## config.mk

```make
export PLATFORM = sky130hd
export DESIGN_NAME = demux_sel_sequencer
export DESIGN_NICKNAME = d
export VERILOG_FILES = /design/src/rtl/demux_sel_sequencer.sv
export SDC_FILE = /design/constraint.sdc
export NUM_CORES = 1
export LEC_CHECK = 0
export BUFFER_PORTS_ARGS = -buffer_cell sky130_fd_sc_hd__clkbuf_2
export CAP_MARGIN = 30
export CORE_MARGIN = 3
export CORE_UTILIZATION = 25
export CTS_CLUSTER_DIAMETER = 30
export DETAILED_ROUTE_END_ITERATION = 8
export PLACE_DENSITY_LB_ADDON = 0.1
export SLEW_MARGIN = 20
export SYNTH_ARGS = -nofsm -noshare
export SYNTH_HDL_FRONTEND = slang
export SYNTH_SLANG_ARGS = --single-unit
```

## constraint.sdc

```tcl
create_clock -name clk -period 1.5 [get_ports clk]
set_input_delay 0.075 -clock clk [delete_from_list [all_inputs] [get_ports clk]]
set_output_delay 0.075 -clock clk [all_outputs]
set_load 0.005 [all_outputs]
```

## src/rtl/demux_sel_sequencer.sv

```systemverilog
// Serialises an accepted 8-bit frame onto a 1-to-8 demux tree, one channel per cycle,
// with per-frame channel masking and a stall that pauses the sweep.
module demux_sel_sequencer (
   input  logic       clk,
   input  logic       rst,
   input  logic       in_valid,
   output logic       in_ready,
   input  logic [7:0] in_data,
   input  logic [7:0] in_mask,
   input  logic       stall,
   output logic [2:0] sel,
   output logic       dout,
   output logic       dout_valid,
   output logic       busy,
   output logic       frame_done
);

   typedef enum logic [1:0] {
      ST_IDLE  = 2'd0,
      ST_SHIFT = 2'd1,
      ST_DONE  = 2'd2
   } state_e;

   state_e     state_q, state_d;
   logic [2:0] ch_q, ch_d;
   logic [7:0] data_q, data_d;
   logic [7:0] mask_q, mask_d;
   logic       accept;

   // rst gates in_ready so nothing is accepted on the reset edge itself.
   assign in_ready = ((state_q == ST_IDLE) || (state_q == ST_DONE)) && !rst;
   assign accept   = in_valid && in_ready;

   // NOTE: sequential state uses non-blocking assignments so every register samples pre-edge values.
   always_ff @(posedge clk) begin
      if (rst) begin
         state_q <= ST_IDLE;
         ch_q    <= 3'd0;
         data_q  <= 8'd0;
         mask_q  <= 8'd0;
      end else begin
         state_q <= state_d;
         ch_q    <= ch_d;
         data_q  <= data_d;
         mask_q  <= mask_d;
      end
   end

   // NOTE: every combinational output gets a default first so no path can infer a latch.
   always_comb begin
      state_d = state_q;
      ch_d    = ch_q;
      data_d  = data_q;
      mask_d  = mask_q;
      unique case (state_q)
         ST_IDLE, ST_DONE: begin
            if (accept) begin
               state_d = ST_SHIFT;
               ch_d    = 3'd0;
               data_d  = in_data;
               mask_d  = in_mask;
            end else begin
               state_d = ST_IDLE;
            end
         end
         ST_SHIFT: begin
            if (!stall) begin
               if (ch_q == 3'd7) begin
                  state_d = ST_DONE;
               end else begin
                  ch_d = ch_q + 3'd1;
               end
            end
         end
         default: state_d = ST_IDLE;
      endcase
   end

   always_comb begin
      sel        = 3'd0;
      dout       = 1'b0;
      dout_valid = 1'b0;
      busy       = 1'b0;
      frame_done = 1'b0;
      unique case (state_q)
         ST_SHIFT: begin
            sel        = ch_q;
            dout_valid = mask_q[ch_q] && !stall;
            dout       = mask_q[ch_q] && !stall && data_q[ch_q];
            busy       = 1'b1;
         end
         ST_DONE: frame_done = 1'b1;
         default: ;
      endcase
   end

endmodule

```

==> impl_summary.log <==
[metrics] result of the run: finished, violations left
[metrics] unique cell type count in the Yosys netlist: 27
[metrics] via-per-instance ratio: 4.507
[metrics] weighted congestion at the end of routability-driven global placement: 0.7757
[metrics] Sw Ratio: 0.2472
[metrics] sum of routed wire length over all layers: between 2 and 2.5 mm
[metrics] Seq cells post-synth: 21
[metrics] family with the most delay on the worst path: multiplexers
[metrics] die span in y: 69.87 um
[metrics] Hold EP: mask_q[4]
[metrics] Worst Setup SP: ch_q[0]
[metrics] DR vias: 942
[metrics] total routing resource utilization after global routing: 0.1102
[metrics] maximum frequency from static timing analysis: 614.3 MHz
[metrics] Top-Level Pins: 28
[metrics] Syn-to-layout area delta: 41.72%
[metrics] Inserted Clock Buffers: 3
[metrics] row cnt: 22
[metrics] DRT Pass-1 Iters: 4
[metrics] Std-Cell Core Area: 3799 um2
[metrics] CTS Root Buffer Type: sky130_fd_sc_hd__clkbuf_8
[metrics] wire length of the first global-routing pass: 4.360 mm
[metrics] final core utilization: 0.3804
[metrics] slowest library cell on the worst path: sky130_fd_sc_hd__mux4_2
[metrics] type of the setup path with the least slack: reg2out
[metrics] average size of a mapped cell: around 8.9 um2
[metrics] part of the cycle the worst path needs: 1.085
[metrics] Clock Tree Buf Depth: 2
[metrics] delay of the slowest critical-path stage: around 510 ps
[metrics] Syn. warnings: 0
[metrics] leading register cell type out of synthesis: sky130_fd_sc_hd__dfxtp_1
[metrics] setup_tns: -230.4 ps
[metrics] Mapped Nets: around 140
[metrics] required time reported for the critical path endpoint: between 1000 and 1500 ps
[metrics] # H-tree levels: 1
[metrics] transition time at the pin with the least slew margin: 219.8 ps
[metrics] Relative slew margins: 0.8529
[metrics] antenna violations before repair: 0
[metrics] Setup violations, final: 2
[metrics] smallest setup slack after layout: -127.9 ps
[metrics] Seq/Total Area, Yosys: 0.4123
[metrics] clock-pin slew on the worst setup and hold paths: approximately 80 ps
[metrics] final antenna-violating net count: 0
[metrics] hold violation total from the final report: 0
[metrics] cell count of the worst hold path: 3
[metrics] count of unresolved DRC violations after routing: 0
[metrics] number of nets at the end of the flow: 184
[metrics] placed wire-length estimate after detailed placement: approximately 1.8 mm
[metrics] total placed instance area: 1264 um2
[metrics] CP Capture Type: output pin
[metrics] Routed wire per std cell: 11.88 um
[metrics] share of post-route cells with drive strength above 1: 0.3354
[metrics] area of the die: roughly 4900 um2
[metrics] aggregate global routing overflow: 0
[metrics] netlist area before placement: 1020 um2
[metrics] number of synthesized flops with an enable pin: 0
[metrics] number of global-route vias before repair: around 960
[metrics] CTS tree: done
[metrics] clock period minus final worst setup slack: 1628 ps
[metrics] Hold Crit Start: in_mask[4]
[metrics] number of slew-limit violations in the final report: 0
[metrics] Die X-Extent: 69.87 um
[metrics] worst min path class: in2reg
[metrics] cell area power density: about 800 nW/um2
[metrics] DRC violation total after the first TritonRoute iteration: 74
[metrics] minimum setup slack among reg-to-reg paths: 100 ps
[metrics] Worst Skew: 2.333 ps
[metrics] Final Power: 0.001165 W
[metrics] ant diodes: 0
[metrics] start of the worst register-to-register path: ch_q[0]
[metrics] internal power of the cells: 0.0008769 W
[metrics] buffering stage count on the worst path with inverters included: 2
[metrics] cell-by-cell listing of the critical path: buf_12, mux4_2, mux2i_1, nor2_1, clkbuf_2
[metrics] Max Fanout on Critical Path: 4
[metrics] leakage power summed over all cells: 0.6381 nW
[metrics] largest net degree at the start of global routing: 19
[metrics] starting density of the core: 0.2684
[metrics] Critical R2R Capture: ch_q[0]
[metrics] total of max-cap violations: 0
[metrics] Switching Power: 0.0002880 W
[metrics] number of inserted filler cells in the final layout: 421
[metrics] final design instance area without fill: 1445 um2
[metrics] unrepaired setup endpoints after global routing: yes
[metrics] number of sinks driven by the clock tree: 21
[metrics] violated checks: setup timing
[metrics] relative contribution of combinational cells to total power: 0.156
[metrics] Clk Latency, worst-skew pair: roughly 260 ps
[metrics] clock power share: 0.320
[metrics] Critical Path Start Type: flip-flop
[metrics] part of the total power dissipated in sequential elements: 0.524
[metrics] highest ir drop seen on vdd: 0.0006579 V
[metrics] CP arrival: about 1600 ps
[metrics] R2R depth: 6
[metrics] async set-or-reset flop fraction in the synthesized netlist: 0
[metrics] Post-Syn Instances: roughly 120
[metrics] Buffers on Ports: 27
[Yosys cell counts, types with 2 or more instances]
master	n	area [um2]
sky130_fd_sc_hd__ha_1	2	25.02
sky130_fd_sc_hd__clkbuf_1	4	15.01
sky130_fd_sc_hd__o21ai_0	4	20.02
sky130_fd_sc_hd__nand2_1	33	123.9
sky130_fd_sc_hd__nand3b_1	13	97.59
sky130_fd_sc_hd__mux4_2	4	90.09
sky130_fd_sc_hd__a21oi_1	8	40.04
sky130_fd_sc_hd__mux2i_1	2	20.02
sky130_fd_sc_hd__dfxtp_1	21	420.4
sky130_fd_sc_hd__inv_1	3	11.26
sky130_fd_sc_hd__and2_1	3	18.77
sky130_fd_sc_hd__nor2_1	3	11.26
[per-stage QoR]
step           hold WS (ps)  cells  setup slack [ps]
4_1_cts              0.2088    208            -137.1
2_1_floorplan         174.0    115             133.0
3_5_place_dp          265.3    193             57.25
5_1_grt               32.44    209            -243.3
6_report              18.52    209            -127.9
3_3_place_gp          258.8    193             40.73
[power groups by stage]
stage | combinational (W) | sequential, W | clock (W)
final | 0.000182 | 0.000611 | 0.000373
after global routing | 0.000205 | 0.000615 | 0.000421
after CTS | 0.000181 | 0.000611 | 0.000392
after detailed placement | 0.000158 | 0.000625 | 0
after global placement | 0.000155 | 0.000626 | 0
after floorplan | 0.0000948 | 0.000616 | 0
[cell usage in the layout, fill, tap and decap left out, types with 2 or more instances in the layout]
master / count
sky130_fd_sc_hd__and2_1: 3
sky130_fd_sc_hd__buf_4: 9
sky130_fd_sc_hd__nand3b_1: 13
sky130_fd_sc_hd__mux2i_1: 2
sky130_fd_sc_hd__o21ai_1: 2
sky130_fd_sc_hd__dfxtp_1: 19
sky130_fd_sc_hd__clkbuf_8: 3
sky130_fd_sc_hd__nor2_1: 3
sky130_fd_sc_hd__nand2_1: 33
sky130_fd_sc_hd__inv_1: 2
sky130_fd_sc_hd__a21oi_1: 8
sky130_fd_sc_hd__o21ai_0: 3
sky130_fd_sc_hd__mux4_2: 4
sky130_fd_sc_hd__clkbuf_2: 27
sky130_fd_sc_hd__dlygate4sd3_1: 11
[routing by layer]
layer,GRT usage,share of wire
met2,0.1805,0.46
met4,0.03404,0.0093
met1,0.1372,0.48
met3,0.03597,0.046
met5,0,0
[cells by family after synthesis]
family          Yosys count  synth area share
flops                    21            0.4123
buf+inv                   9           0.04171
simple gates             60            0.3067
mux                       6            0.1080
compound gates           17            0.1067
fa+ha+maj                 2           0.02454
[area by class of cell]
cell class                      count  area [um2]  area share
Clock buffer                        3       41.29     0.02857
Timing Repair Buffer               48       332.8      0.2303
Tap cell                           48       60.06     0.04156
Sequential cell                    21       425.4      0.2944
Clock inverter                      1       5.005    0.003463
Multi-Input combinational cell     85       569.3      0.3939
Inverter                            3       11.26    0.007792
[tightest hold or removal path, delay by kind of cell]
| family | cells | cell delay [ps] |
|---|---|---|
| and+or+nand+nor | 2 | 100 |
| buffers and inverters | 1 | 80 |
[sequential cells by signal, indices dropped and copies added, names as in the netlist]
| name | flops |
|---|---|
| data_q | 8 |
| mask_q | 8 |
| state_q | 2 |
| ch_q | 3 |
[what timing repair did]
action | in CTS | in global routing
setup buffers | 1 | 0
endpoints found under the setup margin | 2 | 7
hold buffers | 10 | 1
gates resized for setup | 3 | 4
hold endpoints to repair | 10 | 1
[worst max-delay path by stage]
| stage | end | slack [ps] | cells past startpoint |
|---|---|---|---|
| 2_1_floorplan | ch_q[2] | 130 | 6 |
| 3_3_place_gp | ch_q[2] | 40 | 6 |
| 3_5_place_dp | ch_q[2] | 60 | 6 |
| 4_1_cts | dout_valid | -140 | 5 |
| 5_1_grt | dout_valid | -240 | 5 |
| 6_report | dout_valid | -130 | 5 |
Note: power is estimated with default switching activity, not from simulation.
